<file path="src/rtl/cpu_pkg.sv">
// Shared encodings for the multicycle CPU: PC source select, sequencer states
// and instruction size.
package cpu_pkg;

  localparam int INSTR_BYTES = 4;

  typedef enum logic [1:0] {
    PC_SEQ    = 2'b00,
    PC_BRANCH = 2'b01,
    PC_REG    = 2'b10,
    PC_JUMP   = 2'b11
  } pc_src_e;

  typedef enum logic [1:0] {
    ST_RUN    = 2'b00,
    ST_HALTED = 2'b01,
    ST_FAULT  = 2'b10
  } pc_state_e;

endpackage

</file>
<file path="src/rtl/pc_target_gen.sv">
// Combinational next-address generation: sequential, branch, register and jump
// targets formed from the current PC, plus the misalignment flag.
module pc_target_gen
  import cpu_pkg::*;
#(
  parameter int ADDR_W      = 32,
  parameter int CHECK_ALIGN = 1
) (
  input  logic [ADDR_W-1:0] pc_i,
  input  logic [1:0]        pc_src_i,
  input  logic [ADDR_W-1:0] in_register_i,
  input  logic [15:0]       offset_i,
  input  logic [25:0]       index_i,
  output logic [ADDR_W-1:0] pc_plus4_o,
  output logic [ADDR_W-1:0] target_o,
  output logic              misaligned_o
);

  logic [ADDR_W-1:0] seq;
  logic [ADDR_W-1:0] branch;
  logic [ADDR_W-1:0] jump;
  logic [ADDR_W-1:0] branch_off;
  logic [ADDR_W-1:0] raw;

  assign seq        = pc_i + ADDR_W'(INSTR_BYTES);
  assign branch_off = {{(ADDR_W-18){offset_i[15]}}, offset_i, 2'b00};
  assign branch     = seq + branch_off;
  assign pc_plus4_o = seq;

  // At ADDR_W=28 the index fills the whole address; no PC region bits remain.
  if (ADDR_W == 28) begin : g_jump_narrow
    assign jump = {index_i, 2'b00};
  end else begin : g_jump_wide
    assign jump = {seq[ADDR_W-1:28], index_i, 2'b00};
  end

  always_comb begin
    raw = seq;
    case (pc_src_i)
      PC_SEQ:    raw = seq;
      PC_BRANCH: raw = branch;
      PC_REG:    raw = in_register_i;
      PC_JUMP:   raw = jump;
      default:   raw = seq;
    endcase
  end

  always_comb begin
    target_o     = raw;
    misaligned_o = 1'b0;
    if (CHECK_ALIGN != 0) begin
      misaligned_o = (raw[1:0] != 2'b00);
    end else begin
      target_o[1:0] = 2'b00;
    end
  end

endmodule

</file>
<file path="src/rtl/pc_sequencer.sv">
// Program-counter unit for the multicycle CPU: PC register, strobe-gated update,
// and sticky halt / misalignment-fault states.
//
//   state     | meaning
//   ----------+-----------------------------------------------------------
//   ST_RUN    | normal operation, pc follows the strobes
//   ST_HALTED | halt requested; pc frozen until Reset
//   ST_FAULT  | misaligned target requested; pc and fault record frozen
module pc_sequencer
  import cpu_pkg::*;
#(
  parameter int          ADDR_W      = 32,
  parameter logic [31:0] RESET_PC    = 32'h0,
  parameter int          CHECK_ALIGN = 1
) (
  input  logic              CLK,
  input  logic              Reset,
  input  logic              PCWrite,
  input  logic              PCWriteCond,
  input  logic              Zero,
  input  logic              BranchNe,
  input  logic [1:0]        PCSrc,
  input  logic [ADDR_W-1:0] inRegister,
  input  logic [15:0]       offset,
  input  logic [25:0]       index,
  input  logic              Halt,
  output logic [ADDR_W-1:0] pc,
  output logic [ADDR_W-1:0] pcPlus4,
  output logic              halted,
  output logic              fault,
  output logic [ADDR_W-1:0] faultPC,
  output logic [ADDR_W-1:0] faultTarget
);

  if (ADDR_W < 28 || ADDR_W > 32) begin : g_bad_addr_w
    $error("pc_sequencer: ADDR_W must be in 28..32");
  end
  if (RESET_PC[1:0] != 2'b00) begin : g_bad_reset_pc
    $error("pc_sequencer: RESET_PC must be a multiple of 4");
  end

  localparam logic [ADDR_W-1:0] RESET_PC_W = RESET_PC[ADDR_W-1:0];

  pc_state_e         state_q;
  logic [ADDR_W-1:0] pc_q;
  logic [ADDR_W-1:0] fault_pc_q;
  logic [ADDR_W-1:0] fault_target_q;
  logic              halted_q;
  logic              fault_q;

  logic [ADDR_W-1:0] pc_d;
  logic              misaligned;
  logic              take;

  pc_target_gen #(
    .ADDR_W      (ADDR_W),
    .CHECK_ALIGN (CHECK_ALIGN)
  ) u_target_gen (
    .pc_i          (pc_q),
    .pc_src_i      (PCSrc),
    .in_register_i (inRegister),
    .offset_i      (offset),
    .index_i       (index),
    .pc_plus4_o    (pcPlus4),
    .target_o      (pc_d),
    .misaligned_o  (misaligned)
  );

  // PCWrite alone is enough to take, so it naturally dominates PCWriteCond.
  assign take = PCWrite | (PCWriteCond & (Zero ^ BranchNe));

  always_ff @(posedge CLK) begin
    if (Reset) begin
      state_q        <= ST_RUN;
      pc_q           <= RESET_PC_W;
      fault_pc_q     <= '0;
      fault_target_q <= '0;
      halted_q       <= 1'b0;
      fault_q        <= 1'b0;
    end else begin
      case (state_q)
        ST_RUN: begin
          if (Halt) begin
            state_q  <= ST_HALTED;
            halted_q <= 1'b1;
          end else if (take && misaligned) begin
            state_q        <= ST_FAULT;
            fault_q        <= 1'b1;
            fault_pc_q     <= pc_q;
            fault_target_q <= pc_d;
          end else if (take) begin
            pc_q <= pc_d;
          end
        end
        ST_FAULT: begin
          if (Halt) begin
            state_q  <= ST_HALTED;
            halted_q <= 1'b1;
          end
        end
        ST_HALTED: begin
        end
        default: begin
          state_q  <= ST_RUN;
          halted_q <= 1'b0;
        end
      endcase
    end
  end

  assign pc          = pc_q;
  assign halted      = halted_q;
  assign fault       = fault_q;
  assign faultPC     = fault_pc_q;
  assign faultTarget = fault_target_q;

endmodule

</file>
<file path="config.mk">
export PLATFORM = sky130hd
export DESIGN_NAME = pc_sequencer
export DESIGN_NICKNAME = d
export VERILOG_FILES = /design/src/rtl/cpu_pkg.sv /design/src/rtl/pc_target_gen.sv /design/src/rtl/pc_sequencer.sv
export SDC_FILE = /design/constraint.sdc
export NUM_CORES = 1
export LEC_CHECK = 0
export ABC_AREA = 1
export CORE_UTILIZATION = 44
export CTS_CLUSTER_SIZE = 30
export DETAILED_ROUTE_END_ITERATION = 10
export PLACE_DENSITY = 0.78
export SKIP_LAST_GASP = 1
export SLEW_MARGIN = 0
export SYNTH_ARGS = -nofsm -noshare
export SYNTH_HDL_FRONTEND = slang
export SYNTH_SLANG_ARGS = --single-unit
</file>
<file path="constraint.sdc">
create_clock -name CLK -period 2.8 [get_ports CLK]
set_input_delay 0.56 -clock CLK [delete_from_list [all_inputs] [get_ports CLK]]
set_output_delay 0.56 -clock CLK [all_outputs]
set_load 0.01 [all_outputs]
</file>
# Word-level counts from Yosys, hierarchy flattened
# Cells that the tools add are included.
[word_totals]
ff_bits = 100
elab_cells = 38
[op_classes]
n_addsub = 2
n_eq_ne = 8
mux = 7
bitwise = 6
n_reduce_logical = 9
[op_table]
columns = ["cell", "count"]
rows = [
  ["32-bit case mux with 4 select lines", 1],
  ["32-bit by 3-bit adder with 32-bit output (second input constant)", 1],
  ["32-bit adder", 1],
  ["2-bit == test (second input constant)", 3],
  ["2-bit two-way mux", 3],
  ["2-bit case mux with 3 select lines", 1],
  ["3-bit AND reduction", 2],
  ["2-bit by 1-bit == test with 1-bit output (second input constant)", 2],
  ["2-bit zero test", 2],
  ["4-bit AND reduction", 1],
  ["3-bit != test (second input constant)", 1],
  ["1-bit NOT", 3],
  ["2-bit by 1-bit != test with 1-bit output (second input constant)", 1],
  ["2-bit != test (second input constant)", 1],
  ["1-bit case mux with 2 select lines", 1],
  ["2-bit AND reduction", 1],
  ["2-bit nonzero test", 1],
  ["2-bit OR reduction", 1],
  ["1-bit AND", 1],
  ["1-bit logical AND", 1],
  ["1-bit two-way mux", 1],
  ["1-bit OR", 1],
  ["1-bit bitwise XOR", 1],
]

# Longest topological paths before layout
[logic_depth]
ltp_word = 8
mapped_depth = 23
depth_no_buf = 23

# Hierarchy
# Synthesis repeated with hierarchy kept, for this count alone.
[hier_totals]
hier_cells = 1338
hier_area_um2 = 7978.9
[by_module_without_submodules]
columns = ["mod", "n_inst", "cells_each", "area_each_um2", "seq_area_each_um2"]
rows = [
  ["pc_sequencer", 1, 623, 4304.1, 2001.9],
  ["pc_target_gen", 1, 715, 3674.8, 0.0],
]

# Least setup slack after synthesis
# OpenSTA, ideal clock, no wires.
[synth_path]
path_type = "register -> register"
start = "register pc_q[3], in the netlist pc[3]"
end = "register fault_target_q[17], in the netlist faultTarget[17]"
setup_time_ps = 114
arrival_ps = 2840
t_required_ps = 2686
path_slack_ps = -153
path_stages_with_launch = 18
n_path_buf = 0
cell_sequence = "dfxtp_1 ha_1 nand2_1 inv_1 nand3_1 nor2_1 xor2_1 ha_1 nand2_1 inv_1 a21oi_1 a21boi_0 nand2_1 or2_0 nand3_1 nand3b_1 o21bai_1 inv_1"
[synth_via]
elab_chain_cells = 3
[synth_rtl]
columns = ["item", "line", "text"]
rows = [
  ["start, declared", "pc_sequencer.sv:45", "logic [ADDR_W-1:0] pc_q;"],
  ["start signal, assigned", "pc_sequencer.sv:92", "pc_q <= pc_d;"],
  ["32-bit by 3-bit adder with 32-bit output", "pc_target_gen.sv:25", "assign seq = pc_i + ADDR_W'(INSTR_BYTES);"],
  ["named net pcPlus4[16]", "pc_sequencer.sv:28", "output logic [ADDR_W-1:0] pcPlus4,"],
  ["32-bit adder", "pc_target_gen.sv:27", "assign branch = seq + branch_off;"],
  ["32-bit case mux with 4 select lines", "pc_target_gen.sv:39", "case (pc_src_i)"],
  ["end signal, assigned", "pc_sequencer.sv:90", "fault_target_q <= pc_d;"],
  ["end, declared", "pc_sequencer.sv:47", "logic [ADDR_W-1:0] fault_target_q;"],
]
# The timed path passes the listed nets, and every way through them passes these cells.
# A chain may end at the register's enable or synchronous reset.

# Worst setup path after layout
[layout_path]
start = "register pc_q[10], in the netlist pc[10]"
end = "register fault_target_q[14], in the netlist faultTarget[14]"
[layout_via]
elab_chain_cells = 3
[layout_rtl]
columns = ["item", "line"]
rows = [
  ["32-bit by 3-bit adder with 32-bit output *", "pc_target_gen.sv:25"],
  ["32-bit adder", "pc_target_gen.sv:27"],
  ["32-bit case mux with 4 select lines *", "pc_target_gen.sv:39"],
]
# Every way passes the cells marked *; elsewhere a longest branch is shown, timed or not.

==> flow_summary.yaml <==
run_status:
  status: "finished, violations left"
  violations: "negative setup slack"
power:
  vdd_drop_max_v: 0.000365
  p_leak_uw: 0.00646
  power.share.clock_pct: 25.3
  pwr_density_cell_mw_per_mm2: 379
  p_switching_uw: 1970
  seq_power_share_pct: 30.5
  internal-power_uw: 3180
  p_sw_share_pct: 38.3
  power_frac_comb_pct: 44.2
cells_and_area:
  final_util_pct: 81.9
  layout-drive-gt1-share_pct: 36.8
  syn2layout_area_growth_pct: 81.6
  final_cell_area_mm2: 0.0136
  final_cells: 1837
  fill_cells: 1004
  mostFrequentLayoutCell: "nand2_1"
  fin_nets: 1729
  most-common-layout-cells: "215 x nand2_1, 209 x buf_4, 191 x clkdlybuf4s50_1"
sta:
  hold_violations: 0
  skew_ps: 14.9
  setup_viol: 63
  rsz0062_at_grt: "true"
  tightest_slew_ps: 683
  max_freq_mhz: 291
  period_share_pct: 123
  slew_headroom_pct: 54.4
  min_period_ps: 3440
  setup_ws_ps: -636
  slew_violations: 0
routing:
  dr_total_vias: 10700
  wl_um: 39900
  avgViaCountPerCell: 5.84
  drc: 0
  detail_route.wl_per_cell_um: 21.7
  drtIter0Drc: 1115
  drtPass1Iterations: 6
  ant_nets: 0
floorplan:
  coreArea_mm2: 0.0166
  io_pins: 213
  initial_core_util_pct: 45.1
  die_h_um: 132
  die_w_um: 132
  die_area_mm2: 0.0175
  num_rows: 47
synth:
  synthFlopType: "dfxtp_1"
  synth_cells: 1188
  ys_seq_area_share_pct: 26.8
  synth_edf_count: 0
  syn_avg_cell_area_um2: 6.29
  synth_compound_area_share_pct: 18.7
  synth_xor_area_share_pct: 1.87
  ys_ff_latch: 100
  synth_top_area_share_pct: 26.8
  async_flop_share_pct: 0
  synth_top_family_by_area: "simple AND/OR/NAND/NOR gates"
  ys_warn_count: 0
  synthesis.area_mm2: 0.00748
  synth.area.mux_share_pct: 0
  yosys.area_share.adder_pct: 5.96
  yosysTopAreaCell: "dfxtp_1"
  synth.area.top_cells: "dfxtp_1 27%, nand2_1 15%, inv_1 9.7%, ha_1 5.7%, o21ai_0 5.5%"
  ys_types: 51
  syn-num-nets: 1306
  synth_simple_gate_area_share_pct: 33.4
clock_network:
  cts_buffer_depth: 2
  cts_root_buf: "clkbuf_16"
  cts_made_buffers: 9
  clkSlewWorstSetupHoldPaths_ps: 90
  insertion_delay_ps: 370
  cts_tree: "yes"
  cts_hold_buf: 0
  cts_max_level: 3
  cts_sinks: 100
critical_path:
  crit_path_cell_trace: "buf_4, nand2_2, nor2_4, nand2_2, nor2_4, xor2_1, buf_4, ha_4, a21oi_2, o21ai_1, inv_1, nand3_4, o21ai_1, nand4_1, o21bai_1, inv_1"
  critPathCaptureType: "flip-flop"
  start_kind: "flip-flop"
  crit_fanout: 4
  required_ps: 3030
  cp.arrival_ps: 3660
  crit_path_start: "pc[10]"
  crit_slowest_cell: "o21bai_1"
  crit_buf_inv: 4
  path_class: "reg -> reg"
  r2r-start: "pc[10]"
  cp_top_family: "compound AO/OA/AOI/OAI gates"
  critPathMaxStageDelay_ps: 550
global_route:
  grt.overflow.total: 0
  grt_pass1_vias: 9727
  antenna_found_initial: 1
  grt.total_usage_pct: 37.5
  grt_pass1_wl_um: 51400
  grt_max_degree: 49
placement:
  post-place-ws_ps: -419
  placed_cells: 1767
  hpwl_um: 24200
  io_buffer_count: 212
  gp_routability_congestion: 0.973
  place_area_mm2: 0.0112
min_path:
  hold_path.class: "reg -> reg"
  min_from: "fault"
job:
  maxCapViolCount: 0
## path summary, 6_finish.rpt
check | slack [ps] | depth (start not counted) | endpoint
worst max-delay path | -640 | 16 | faultTarget[14]
worst min-delay path | 470 | 1 | fault
worst max register to register | -640 | 16 | faultTarget[14]
worst min register to register | 470 | 1 | fault
## synthesized netlist by cell type, types with 4 or more instances
library cell,count
or2_2,10
a21boi_0,4
o21a_1,13
inv_1,194
nand3_1,60
xor2_1,16
nor2_2,4
o21ai_1,12
nand2_1,301
dfxtp_1,100
nor2_1,103
nand3b_1,12
nor3_1,8
clkbuf_1,13
buf_4,6
ha_1,34
a21oi_1,74
o21ai_0,82
buf_6,4
nand4_1,38
buf_2,14
nand2_2,6
o21bai_1,25
a22o_1,14
## kinds of logic (layout without fill, tap and decap cells)
logic type,count (synthesis),in the layout
AOI/OAI and AO/OA,236,236
xor gates and xnor gates,16,16
adders and majority gates,35,35
buffers and inverters,240,668
DFF,100,100
other,0,1
and+or+nand+nor,561,561
## timing repair
action	in CTS	in global routing
pin swaps	44	134
endpoints found under the setup margin	72	65
endpoints found under the hold margin	0	0
gates resized for setup	208	254
buffers inserted	16	37
## area by class of cell
cell class | count | area, um^2 | share of cell area (%)
multi-input combinational | 848 | 6090 | 44.8
timing repair buffer | 454 | 4120 | 30.3
sequential | 100 | 2040 | 15.0
inverter | 198 | 756 | 5.56
tap | 220 | 275 | 2.03
clock buffer | 9 | 225 | 1.66
clock inverter | 7 | 80.1 | 0.590
antenna | 1 | 2.50 | 0.0184
## power by group through the flow
| stage | combinational, uW | clock [uW] | sequential [uW] |
|---|---|---|---|
| final | 2280 | 1300 | 1570 |
| after detailed placement | 1670 | 0 | 1580 |
| after global routing | 2380 | 1360 | 1570 |
| after CTS | 1840 | 1280 | 1550 |
| after global placement | 1650 | 0 | 1580 |
| after floorplan | 720 | 0 | 1620 |
## sequential cells by signal (all words and copies together) (netlist names)
register     cells
fault            1
faultPC         32
faultTarget     32
halted           1
pc              32
state_q          2
## per-layer routing
layer / track usage, % / vias to the layer above / part of all wire, %
li1: - / 4680 / -
met1: 43.6 / 4833 / 35
met2: 63.8 / 900 / 45
met3: 6.27 / 319 / 11
met4: 23.9 / 0 / 9.8
met5: 0 / - / 0
## through the flow
step / power (uW) / TNS [ps] / hold WS, ps
2_1_floorplan: 2340 / 0 / 440
3_3_place_gp: 3230 / -8200 / 447
3_5_place_dp: 3240 / -10150 / 454
4_1_cts: 4670 / -1320 / 466
5_1_grt: 5310 / -16690 / 482
6_report: 5150 / -11340 / 471
No activity file was read; power rests on OpenSTA's default activity.
